File: config.mk
export PLATFORM = sky130hd
export DESIGN_NAME = buzzer_arbiter
export DESIGN_NICKNAME = d
export VERILOG_FILES = /design/src/rtl/buzzer_arbiter.sv
export SDC_FILE = /design/constraint.sdc
export NUM_CORES = 1
export LEC_CHECK = 0
export CORE_ASPECT_RATIO = 1.1
export CORE_UTILIZATION = 61
export DETAILED_ROUTE_END_ITERATION = 8
export GPL_TIMING_DRIVEN = 0
export PLACE_DENSITY = 0.83
export SKIP_CTS_REPAIR_TIMING = 1
export SLEW_MARGIN = 20
export SYNTH_ARGS = -nofsm -noshare
export SYNTH_HDL_FRONTEND = slang
export SYNTH_SLANG_ARGS = --single-unit
File: constraint.sdc
create_clock -name clk -period 4.8 [get_ports clk]
set_input_delay 0.96 -clock clk [delete_from_list [all_inputs] [get_ports clk]]
set_output_delay 0.96 -clock clk [all_outputs]
set_load 0.02 [all_outputs]
File: src/rtl/buzzer_arbiter.sv
// buzzer_arbiter: shares the buzzer between music and one-shot effects; `define SFX_PREEMPT_EN lets higher-priority effects abort a playing one
module buzzer_arbiter #(
  parameter int unsigned SFX_LEN = 25_000_000,
  parameter int unsigned GAP_LEN = 5_000_000,
  parameter int unsigned CNT_W = 32
) (
  input  logic       clk,
  input  logic       rst,
  input  logic       enable_startmusic,
  input  logic       enable_gamemusic,
  input  logic       req_shoot,
  input  logic       req_reward,
  input  logic       req_hit,
  output logic [2:0] src_sel,
  output logic       buzzer_en,
  output logic       sfx_busy,
  output logic [2:0] pending
);
  typedef enum logic [1:0] {IDLE, MUSIC, SFX, GAP} state_t;
  localparam logic [CNT_W-1:0] SFX_END = CNT_W'(SFX_LEN - 1);
  localparam logic [CNT_W-1:0] GAP_END = CNT_W'(GAP_LEN - 1);
  state_t state, state_n, rule_state;
  logic [CNT_W-1:0] cnt, cnt_n;
  logic [2:0] src_n, best, best_oh, music, rule_src, clr;
  logic preempt;
  assign best = pending[2] ? 3'd5 : pending[1] ? 3'd4 : pending[0] ? 3'd3 : 3'd0;
  assign best_oh = pending[2] ? 3'b100 : pending[1] ? 3'b010 : pending[0] ? 3'b001 : 3'b000;
  assign music = enable_startmusic ? 3'd1 : enable_gamemusic ? 3'd2 : 3'd0;
  assign rule_state = best != 3'd0 ? SFX : music != 3'd0 ? MUSIC : IDLE;
  assign rule_src = best != 3'd0 ? best : music;
`ifdef SFX_PREEMPT_EN
  assign preempt = best > src_sel;
`else
  assign preempt = 1'b0;
`endif
  // next state: effects first, then music, then silence; SFX/GAP run to their terminal count
  always_comb begin
    state_n = state;
    src_n = src_sel;
    cnt_n = cnt;
    clr = 3'b000;
    case (state)
      IDLE, MUSIC: begin
        state_n = rule_state;
        src_n = rule_src;
        cnt_n = '0;
        clr = best_oh;
      end
      SFX: begin
        if (preempt) begin
          src_n = best;
          cnt_n = '0;
          clr = best_oh;
        end else if (cnt == SFX_END) begin
          if (GAP_LEN == 0) begin
            state_n = rule_state;
            src_n = rule_src;
            cnt_n = '0;
            clr = best_oh;
          end else begin
            state_n = GAP;
            src_n = 3'd0;
            cnt_n = '0;
          end
        end else begin
          cnt_n = cnt + CNT_W'(1);
        end
      end
      GAP: begin
        if (cnt == GAP_END) begin
          state_n = rule_state;
          src_n = rule_src;
          cnt_n = '0;
          clr = best_oh;
        end else begin
          cnt_n = cnt + CNT_W'(1);
        end
      end
      default: begin
        state_n = IDLE;
        src_n = 3'd0;
        cnt_n = '0;
      end
    endcase
  end
  // state, counter, pending latch and registered outputs; a new pulse re-arms a bit cleared on the same edge
  always_ff @(posedge clk) begin
    if (rst) begin
      state <= IDLE;
      cnt <= '0;
      src_sel <= 3'd0;
      buzzer_en <= 1'b0;
      sfx_busy <= 1'b0;
      pending <= 3'b000;
    end else begin
      state <= state_n;
      cnt <= cnt_n;
      src_sel <= src_n;
      buzzer_en <= src_n != 3'd0;
      sfx_busy <= state_n == SFX || state_n == GAP;
      pending <= (pending & ~clr) | {req_hit, req_reward, req_shoot};
    end
  end
endmodule

# --- Yosys cells after proc, flatten, opt, wreduce, memory -nomap -nowiden ---
# Cells that the tools add are included.
word_totals:
  ff_bits: 42
  in_bits: 7
  output_inout_bits: 8
classes:
  n_addsub: 1
  eq_ne: 7
  mux: 22
  bitwise_logic: 3
  reduce_logical: 6
op_table:
  columns: ["cell", "n"]
  rows:
  - ["32-bit one-hot mux with 3 select lines", 1]
  - ["32-bit two-way mux", 2]
  - ["32-bit by 1-bit adder with 32-bit output (second input constant)", 1]
  - ["32-bit by 23-bit == test with 1-bit output (second input constant)", 1]
  - ["32-bit by 25-bit == test with 1-bit output (second input constant)", 1]
  - ["3-bit two-way mux", 7]
  - ["3-bit one-hot mux with 3 select lines", 2]
  - ["2-bit two-way mux", 7]
  - ["3-bit nonzero test", 3]
  - ["2-bit == test (second input constant)", 4]
  - ["2-bit one-hot mux with 3 select lines", 1]
  - ["3-bit AND", 1]
  - ["3-bit NOT", 1]
  - ["3-bit OR", 1]
  - ["2-bit by 1-bit == test with 1-bit output (second input constant)", 1]
  - ["2-bit zero test", 1]
  - ["1-bit two-way mux", 2]
  - ["2-bit OR reduction", 1]
  - ["1-bit logical OR", 1]

# --- Longest topological paths before layout ---
depth:
  word_depth: 9
  ltp_mapped: 7

# --- Least setup slack after synthesis ---
# Ideal clock, no wire load.
synth_timing:
  path_type: "reg-to-reg"
  from: "register cnt[24]"
  to: "register cnt[23]"
  arrival_ps: 1653
  required_time_ps: 4685
  setup_slack_ps: 3032
  path_stages_with_launch: 8
  path_buffers: 2
  period_less_slack_ps: 1768
  cell_sequence: "dfxtp_1 > nand4bb_1 > or4_1 > a211oi_2 > or2_1 > buf_4 > buf_6 > nor2_1"
synth_via:
  elab_chain_len: 3
  word_cells_on_any_way: 5
  classes_between: "eq/ne: 2; mux: 3"
synth_rtl:
  columns: ["item", "line_no", "text"]
  rows:
  - ["from (decl)", "23", "logic [CNT_W-1:0] cnt, cnt_n;"]
  - ["from (signal assigned)", "97", "cnt <= cnt_n;"]
  - ["32-bit by 23-bit == test with 1-bit output / 32-bit by 25-bit == test with 1-bit output (equally long branches)", "70, 54", null]
  - ["32-bit two-way mux, on equally long branches", "70, 54", null]
  - ["32-bit one-hot mux with 3 select lines *", "42", "case (state)"]
# Mark *: on every way between the ends. The rest lies on a longest branch, timed or not.
# A chain may end at the register's enable or synchronous reset.

# --- Worst setup path after layout ---
layout_timing:
  from: "register pending[2]"
  to: "output port pending[2]"
layout_rtl:
  columns: ["item", "line_no", "text"]
  rows:
  - ["from (decl)", "17", "output logic [2:0] pending"]
  - ["from (signal assigned)", "101", "pending <= (pending & ~clr) | {req_hit, req_reward, req_shoot};"]
# No word-level cell between the ends.

==> results.py <==
metrics = {
    "power": {
        "p_int_uw": 456,
        "pwr-share-clk": 0.300,
        "power_uw": 602,
        "p_leak_uw": 0.000729,
        "switching_share": 0.242,
        "vdd_ir_drop_max_mv": 0.255,
        "comb_power_share": 0.095,
        "p_per_area_nw_per_um2": 277,
        "p_seq_frac": 0.605,
        "p_switching_uw": 146,
    },
    "synthesis": {
        "synth_edf_count": 0,
        "async_flop_share": 0,
        "avgSynthCellArea_um2": 8.70,
        "yosys-top-cells-area": "dfxtp_1 44%, nor2_1 8.2%, xor2_1 7.3%, xnor2_1 6.4%, nand4_1 3.6%",
        "yosys.area.top_type": "dfxtp_1",
        "yosys_warnings": 0,
        "synth_seq_cells": 42,
        "yosysSeqAreaShare": 0.436,
        "syn_inst": 222,
        "syn_nets": 230,
        "synth.distinct_cells": 38,
        "syn-cell-area_um2": 1930,
        "synth_top_area_frac": 0.436,
        "ys.flop_type": "dfxtp_1",
    },
    "place": {
        "dp_cells": 270,
        "port_buffers": 14,
        "hpwl_um": 2860,
        "gp_congestion": 0.857,
    },
    "floorplanning": {
        "die-area_um2": 3390,
        "core_area_um2": 3020,
        "rows": 21,
        "die_w_um": 55.6,
        "die_h_um": 61.0,
        "ios": 15,
        "start_util": 0.639,
    },
    "sta": {
        "fmax_mhz": 423,
        "drv_slew": 0,
        "tightest_slew_ps": 710,
        "setup_viol": 0,
        "rsz0062_at_grt": "no",
        "finalHoldViolCount": 0,
        "fin_crit_sh": 0.492,
        "relSlewSlack": 0.523,
        "finalCriticalPeriod_ps": 2360,
        "skew_ps": 10.0,
        "fin_tns_setup_ps": 0,
    },
    "clocking": {
        "clk_pin_slew_ps": 120,
        "cts_max_path_buffers": 2,
        "clock-sinks": 42,
        "htreeDepth": 2,
        "insertion_delay_ps": 350,
        "cts_tree": "built",
        "numCtsBuffers": 5,
        "cts-root-buf": "clkbuf_4",
    },
    "cells_and_area": {
        "n_antenna_cell": 0,
        "area_growth_pct": 12.6,
        "nets": 251,
        "drive_gt1_frac": 0.0492,
        "finalNonFillerCells": 278,
        "final_cell_mix": "42 x nor2_1, 42 x dfxtp_1, 16 x xor2_1, 14 x xnor2_1, 14 x clkdlybuf4s50_1",
    },
    "setup_path": {
        "critical_path_buf_inv_count": 1,
        "arrival_ps": 1400,
        "critPathTopFamily": "buffers and inverters",
        "timing.critical_path.slowest_stage_cell": "clkdlybuf4s50_1",
        "critPathMaxFanout": 6,
        "worst-setup-path-type": "reg2out",
        "crit_chain": "clkdlybuf4s50_1",
        "startpoint_type": "flop",
        "crit_path_end_kind": "primary output",
        "slowest_delay_ps": 640,
        "required_ps": 3840,
    },
    "run_status": {
        "status": "complete, no violations",
    },
    "global_routing": {
        "grt.overflow.total": 0,
        "grt_pass1_vias": 1441,
        "antenna_found_initial": 0,
        "grt_first_pass_wirelength_um": 6420,
        "grt.total_usage": 0.248,
        "grt_max_degree": 13,
    },
    "hold_path": {
        "holdCritPathClass": "reg2reg",
    },
    "route": {
        "routed_wl_um": 3860,
        "vias": 1565,
        "viasPerCell": 5.63,
        "drt-initial-drc-count": 61,
        "wl_per_cell_um": 13.9,
        "drc": 0,
        "first_pass_iters": 6,
        "ant_nets": 0,
    },
    "job": {
        "maxCapViolations": 0,
    },
}
==> flip-flops by register name (all words and copies together) (netlist names) <==
register / count
cnt: 32
pending: 3
src_sel: 3
state: 2
buzzer_en: 1
sfx_busy: 1
==> through the flow <==
stage	hold slack (ps)	cell area [um^2]	util	setup WS [ps]
floorplan	426	1930	-	3030
global placement	441	2110	0.699	2530
detailed placement	451	2110	0.699	2510
CTS	479	2170	0.719	2430
global route	492	2170	0.719	2370
finish	472	2170	0.719	2440
==> logic make-up after synthesis <==
group | Yosys count | synth area share
flops | 42 | 0.436
xor+xnor | 30 | 0.136
buf+inv | 11 | 0.0350
simple gates | 120 | 0.321
fa+ha+maj | 1 | 0.00648
compound gates | 18 | 0.0655
==> layer usage <==
metal | share of wire | GRT usage | vias up | wire [um]
li1 | - | - | 816 | -
met1 | 0.51 | 0.319 | 718 | 1950
met2 | 0.45 | 0.406 | 25 | 1730
met3 | 0.035 | 0.0682 | 6 | 135
met4 | 0.011 | 0.0929 | 0 | 43
met5 | 0 | 0 | - | 0
==> synth_stat cells, drive strengths merged, types with 2 or more instances <==
| library cell | count |
|---|---|
| nor4b | 2 |
| nand2 | 12 |
| dfxtp | 42 |
| nand2b | 2 |
| xnor2 | 14 |
| and2 | 8 |
| nand4 | 11 |
| nor4 | 8 |
| xor2 | 16 |
| a21oi | 6 |
| and4 | 5 |
| nor3 | 9 |
| o21ai | 2 |
| inv | 6 |
| and3 | 3 |
| buf | 4 |
| nor2 | 42 |
| nand3 | 11 |
==> cell type report <==
class / count / area (um^2)
Sequential cell: 42 / 841
Clock inverter: 1 / 5.00
Inverter: 6 / 22.5
Fill cell: 237 / 848
Timing Repair Buffer: 14 / 140
Tap cell: 34 / 42.5
Multi-Input combinational cell: 169 / 1020
Buffer: 5 / 45.0
Clock buffer: 7 / 55.1
==> power groups by stage <==
stage	Combinational [uW]	Clock (uW)	Sequential, uW
after floorplan	25.9	0	378
after detailed placement	57.3	0	372
final	57.2	181	364
after CTS	57.6	185	364
after global routing	61.8	199	365
after global placement	56.2	0	371
==> final timing paths <==
check,startpoint,to,slack (ps),depth (start not counted)
max,pending[2],pending[2],2440,1
min,cnt[0],cnt[0],470,1
max reg2reg,cnt[28],sfx_busy,2670,5
min reg2reg,cnt[0],cnt[0],470,1
No activity file was read; power rests on OpenSTA's default activity.
